File: src/rtl/posit_extract_pipe.sv
// rtl/posit_extract_pipe.sv - two-stage posit field extractor (sign, scale, mantissa, zero/NaR)
module posit_extract_pipe #(
    parameter int N  = 32,
    parameter int es = 2,
    parameter int SW = $clog2(N) + es + 1,
    parameter int MW = N - es - 2
) (
    input  logic          clk,
    input  logic          reset,
    input  logic [N-1:0]  in_data,
    input  logic          in_valid,
    output logic          in_ready,
    output logic          out_valid,
    input  logic          out_ready,
    output logic          out_sign,
    output logic [SW-1:0] out_scale,
    output logic [MW-1:0] out_mant,
    output logic          out_zero,
    output logic          out_inf
);
    localparam int RW = $clog2(N);

    // Stage 1 state: regime polarity, bits below the first regime bit and the run length.
    // Only abs[N-4:0] is kept as body; abs[N-3] is always run or terminator and never reaches the output.
    logic           s1_valid_q, s1_valid_d;
    logic           s1_sign_q,  s1_sign_d;
    logic           s1_zero_q,  s1_zero_d;
    logic           s1_inf_q,   s1_inf_d;
    logic           s1_rbit_q,  s1_rbit_d;
    logic [N-4:0]   s1_body_q,  s1_body_d;
    logic [RW-1:0]  s1_run_q,   s1_run_d;

    // Stage 2 state drives the outputs directly.
    logic           s2_valid_q, s2_valid_d;
    logic           out_sign_q,  out_sign_d;
    logic [SW-1:0]  out_scale_q, out_scale_d;
    logic [MW-1:0]  out_mant_q,  out_mant_d;
    logic           out_zero_q,  out_zero_d;
    logic           out_inf_q,   out_inf_d;

    logic           adv;
    logic [N-2:0]   abs_c;
    logic [RW-1:0]  run_c;
    logic           run_on;
    logic [SW-1:0]  k_c;
    logic [N-4:0]   body_c;
    logic [es-1:0]  exp_c;
    logic [MW-2:0]  frac_c;
    logic [SW-1:0]  scale_c;

    // Both stages advance together whenever the output slot is free or being drained.
    assign adv       = out_ready | ~s2_valid_q;
    assign in_ready  = adv;
    assign out_valid = s2_valid_q;
    assign out_sign  = out_sign_q;
    assign out_scale = out_scale_q;
    assign out_mant  = out_mant_q;
    assign out_zero  = out_zero_q;
    assign out_inf   = out_inf_q;

    // Stage 1 decode: magnitude below the sign bit and length of the regime run.
    always_comb begin
        abs_c  = in_data[N-1] ? (~in_data[N-2:0] + (N-1)'(1)) : in_data[N-2:0];
        run_c  = '0;
        run_on = 1'b1;
        for (int i = N - 2; i >= 0; i--) begin
            if (run_on && (abs_c[i] == abs_c[N-2])) begin
                run_c = run_c + RW'(1);
            end else begin
                run_on = 1'b0;
            end
        end
    end

    // Stage 2 decode: regime value, exponent and fraction after stripping sign, run and terminator.
    always_comb begin
        if (s1_rbit_q) begin
            k_c = SW'(s1_run_q) - SW'(1);
        end else begin
            k_c = SW'(0) - SW'(s1_run_q);
        end
        // A shift of run-1 on the body equals a shift of run+2 on the full word; a run
        // reaching bit 0 shifts everything out, giving a zero exponent and fraction.
        body_c  = s1_body_q << (s1_run_q - RW'(1));
        exp_c   = body_c[N-4 -: es];
        frac_c  = body_c[N-4-es:0];
        scale_c = (k_c << es) + SW'(exp_c);
    end

    // Next-state for both stages: load on advance, otherwise hold everything.
    always_comb begin
        s1_valid_d  = s1_valid_q;
        s1_sign_d   = s1_sign_q;
        s1_zero_d   = s1_zero_q;
        s1_inf_d    = s1_inf_q;
        s1_rbit_d   = s1_rbit_q;
        s1_body_d   = s1_body_q;
        s1_run_d    = s1_run_q;
        s2_valid_d  = s2_valid_q;
        out_sign_d  = out_sign_q;
        out_scale_d = out_scale_q;
        out_mant_d  = out_mant_q;
        out_zero_d  = out_zero_q;
        out_inf_d   = out_inf_q;
        if (adv) begin
            s1_valid_d = in_valid;
            s1_sign_d  = in_data[N-1];
            s1_zero_d  = (in_data == '0);
            s1_inf_d   = (in_data == {1'b1, {(N-1){1'b0}}});
            s1_rbit_d  = abs_c[N-2];
            s1_body_d  = abs_c[N-4:0];
            s1_run_d   = run_c;
            s2_valid_d = s1_valid_q;
            out_zero_d = s1_zero_q;
            out_inf_d  = s1_inf_q;
            if (s1_zero_q || s1_inf_q) begin
                out_sign_d  = 1'b0;
                out_scale_d = '0;
                out_mant_d  = '0;
            end else begin
                out_sign_d  = s1_sign_q;
                out_scale_d = scale_c;
                out_mant_d  = {1'b1, frac_c};
            end
        end
    end

    // Pipeline registers with synchronous flush.
    always_ff @(posedge clk) begin
        if (reset) begin
            s1_valid_q  <= 1'b0;
            s1_sign_q   <= 1'b0;
            s1_zero_q   <= 1'b0;
            s1_inf_q    <= 1'b0;
            s1_rbit_q   <= 1'b0;
            s1_body_q   <= '0;
            s1_run_q    <= '0;
            s2_valid_q  <= 1'b0;
            out_sign_q  <= 1'b0;
            out_scale_q <= '0;
            out_mant_q  <= '0;
            out_zero_q  <= 1'b0;
            out_inf_q   <= 1'b0;
        end else begin
            s1_valid_q  <= s1_valid_d;
            s1_sign_q   <= s1_sign_d;
            s1_zero_q   <= s1_zero_d;
            s1_inf_q    <= s1_inf_d;
            s1_rbit_q   <= s1_rbit_d;
            s1_body_q   <= s1_body_d;
            s1_run_q    <= s1_run_d;
            s2_valid_q  <= s2_valid_d;
            out_sign_q  <= out_sign_d;
            out_scale_q <= out_scale_d;
            out_mant_q  <= out_mant_d;
            out_zero_q  <= out_zero_d;
            out_inf_q   <= out_inf_d;
        end
    end
endmodule

File: config.mk
export PLATFORM = sky130hd
export DESIGN_NAME = posit_extract_pipe
export DESIGN_NICKNAME = d
export VERILOG_FILES = /design/src/rtl/posit_extract_pipe.sv
export SDC_FILE = /design/constraint.sdc
export NUM_CORES = 1
export LEC_CHECK = 0
export CAP_MARGIN = 20
export CORE_UTILIZATION = 55
export CTS_BUF_LIST = sky130_fd_sc_hd__clkbuf_8
export CTS_CLUSTER_DIAMETER = 60
export CTS_CLUSTER_SIZE = 16
export DETAILED_ROUTE_END_ITERATION = 6
export GPL_ROUTABILITY_DRIVEN = 0
export PLACE_DENSITY = 0.8
export SYNTH_ARGS = -nofsm -noshare
export SYNTH_HDL_FRONTEND = slang
export SYNTH_SLANG_ARGS = --single-unit
File: constraint.sdc
create_clock -name clk -period 17.4 [get_ports clk]
set_input_delay 3.48 -clock clk [delete_from_list [all_inputs] [get_ports clk]]
set_output_delay 3.48 -clock clk [all_outputs]
set_load 0.01 [all_outputs]
==> flow_summary.json <==
{
  "status": "finished clean",
  "r2r_start": "s1_run_q[0]$_SDFFE_PP0P_",
  "fin_nets": 1295,
  "vias_per_cell": 6.25,
  "start_kind": "primary input",
  "synthArstFlopShare_pct": 0,
  "grt_start_max_net_pins": 80,
  "reg2reg_slack_ps": 14100,
  "drv_slew": 0,
  "synth-seq-cells": 79,
  "grt_pass1_wl_mm": 39.8,
  "power.total_uw": 841,
  "cts_root_buf": "clkbuf_8",
  "drv_cap": 0,
  "grt_pass1_vias": 8015,
  "power.leakage_uw": 0.00413,
  "fmax_mhz": 60.2,
  "syn_to_final_growth_pct": 18.1,
  "hp-start": "out_zero$_SDFFE_PP0P_",
  "clkLatencyLatePin_ps": 360,
  "fp.dieH_um": 128,
  "crit_type": "primary input to flip-flop",
  "vias": 9050,
  "min_path_cells": 2,
  "dp_hpwl_mm": 18.8,
  "hold_viol": 0,
  "drc": 0,
  "synth_area_sq_um": 8750,
  "synth.largest_area_cell": "dfxtp_1",
  "ios": 77,
  "synth_area_leaders": "dfxtp_1 18%, nand2_1 6.2%, nor2_1 5.7%, mux2i_1 5.4%, xnor2_1 4.9%",
  "synthCells": 1154,
  "cpMaxStageDelayCell": "or4_4",
  "htreeDepth": 3,
  "reg2reg_to": "out_mant[20]$_SDFFE_PP0P_",
  "slew_headroom_pct": 43.6,
  "die_area_sq_um": 16400,
  "drtIter0Drc": 824,
  "gr-total-overflow": 0,
  "synthFlopType": "dfxtp_1",
  "routed.top_layer": "met4",
  "dp_slack_ps": -243,
  "cts_tree": "done",
  "yosysSeqAreaShare_pct": 18.1,
  "finalCriticalPeriod_ps": 16610,
  "critPathArrivalTime_ps": 16820,
  "setup_ws_ps": 792,
  "grt_antenna_before_repair": 0,
  "first_pass_iters": 5,
  "wl_per_cell_um": 16.9,
  "track_usage_pct": 29.9,
  "min_path_type": "flip-flop to flip-flop",
  "row_count": 45,
  "die_x_um": 128,
  "cpPeakStageDelay_ps": 570,
  "wl_met3_mm": 1.46,
  "wl_met2_mm": 11.1,
  "fin_crit_sh_pct": 95.5,
  "path_max_fanout": 11,
  "cts.sinks": 79,
  "antenna_cells": 0,
  "synth_cell_type_count": 96,
  "drive_gt1_share_pct": 12.4,
  "initial_utilization_pct": 56.9,
  "tightest_slew_ps": 840,
  "synth_fp_nets": 1218,
  "yosysWarnings": 0,
  "reg2regPathDepth": 10,
  "crit_top_cell": "ha_1",
  "worst_ep_required_time_ps": 17610,
  "finalSetupViolCount": 0,
  "antenna_left": 0,
  "clk_pin_slew_ps": 90,
  "synth_top_cell_area_share_pct": 18.1,
  "io_buffers": 76,
  "wl_mm": 24.5,
  "cts_buffers": 9,
  "core_sq_um": 15400,
  "p_per_area_nw_per_um2": 81.4,
  "synth-edff-count": 0,
  "route.layer.met1.wl_mm": 11.2,
  "endpoint_kind": "flip-flop",
  "finalClockSkew_ps": 16.3,
  "cts_buffer_depth": 2,
  "ir_drop_v": 0.0000456,
  "hold-path-endpoint": "out_zero$_SDFFE_PP0P_",
  "syn_area_per_cell_sq_um": 7.58
}
## final cells by class
class / instances / area, sq um
clock buffer: 9 / 124
clock inverter: 7 / 120
fill: 1302 / 5040
inverter: 28 / 105
multi-input combinational: 976 / 6880
sequential: 79 / 1580
tap: 211 / 264
timing repair buffer: 137 / 1260
## worst max-delay path: cells and delay by family
family | cells | cell delay [ps]
adder cells (fa/ha/maj) | 16 | 4470
XOR/XNOR | 3 | 530
AO/OA/AOI/OAI | 23 | 3690
AND/OR/NAND/NOR | 19 | 2580
buffers and inverters | 6 | 980
multiplexers | 5 | 1060
## sequential cells by signal, indices dropped and copies added (netlist names)
signal	count
s1_run_q	5
s1_inf_q	1
s1_sign_q	1
out_sign	1
s1_zero_q	1
s1_valid_q	1
out_scale	8
out_inf	1
out_mant	28
s1_rbit_q	1
out_valid	1
out_zero	1
s1_body_q	29
## routing by layer
metal  GRT usage, %  vias up
met4           11.0        0
met5              0        -
met3           2.80       59
met2           48.0      335
li1               -     4411
met1           41.6     4245
## cell usage after synthesis (9+ instances only)
| cell type | n |
|---|---|
| nand2_1 | 145 |
| a21oi_1 | 64 |
| ha_1 | 28 |
| mux4_2 | 9 |
| nand3_1 | 24 |
| o211ai_1 | 13 |
| a31oi_1 | 9 |
| xnor2_1 | 49 |
| nor2_1 | 134 |
| xnor3_1 | 9 |
| and3_1 | 21 |
| a211oi_1 | 46 |
| a22oi_1 | 28 |
| xor2_1 | 31 |
| nand2b_1 | 14 |
| nor2b_1 | 15 |
| nand4_1 | 12 |
| nor4_1 | 10 |
| mux2i_1 | 47 |
| inv_1 | 27 |
| clkbuf_1 | 58 |
| o21ai_0 | 50 |
| nor3_1 | 30 |
| and2_1 | 21 |
| dfxtp_1 | 79 |
## worst max path at each step
stage	startpoint	end	cells after the start
4_1_cts	in_data[10]	s1_run_q[4]$_SDFFE_PP0P_	72
3_3_place_gp	in_data[10]	s1_run_q[4]$_SDFFE_PP0P_	72
3_5_place_dp	in_data[10]	s1_run_q[4]$_SDFFE_PP0P_	72
6_report	in_data[14]	s1_run_q[4]$_SDFFE_PP0P_	72
5_1_grt	in_data[14]	s1_run_q[4]$_SDFFE_PP0P_	72
2_1_floorplan	in_data[10]	s1_run_q[4]$_SDFFE_PP0P_	74
## timing repair
action	in CTS	in global routing
resized for setup	0	24
hold buffers	0	0
setup buffers	0	3
setup endpoints to repair	0	4
## kinds of logic (layout without fill, tap and decap cells)
kind of cell / after synthesis / after routing / share of synthesized area [%]
adders and majority gates: 33 / 33 / 4.59
buffers and inverters: 99 / 181 / 4.58
AOI/OAI and AO/OA: 299 / 299 / 24.3
DFF: 79 / 79 / 18.1
muxes: 65 / 65 / 8.88
and+or+nand+nor: 480 / 480 / 26.8
xor gates and xnor gates: 99 / 99 / 12.8
## cell usage in the layout (no fill, tap or decap), drive strengths merged, types with 22 or more instances in the layout
cell	n
nor2	135
clkdlybuf4s50	71
a21oi	65
mux2i	48
buf	62
xnor2	53
inv	30
ha	28
a211oi	46
nand3	24
xor2	35
o21ai	50
and3	22
a22oi	28
and2	22
dfxtp	79
nor3	31
nand2	146
## per-stage QoR
step / utilization, % / cell area [sq um] / TNS, ps / cells / hold slack (ps)
floorplan: - / 8750 / 0 / 1154 / 432
global placement: 64.6 / 9930 / 0 / 1427 / 440
detailed placement: 64.6 / 9930 / -243 / 1427 / 443
CTS: 66.2 / 10200 / 0 / 1443 / 459
global route: 67.2 / 10300 / -23.8 / 1447 / 475
finish: 67.2 / 10300 / 0 / 1447 / 458
## where the power goes
part           total [uW]  internal [uW]  switching [uW]
sequential            217            201            15.3
clock                 168           95.9            72.4
combinational         457            201             256
total                 841            498             343
(Power assumes the default switching activity.)
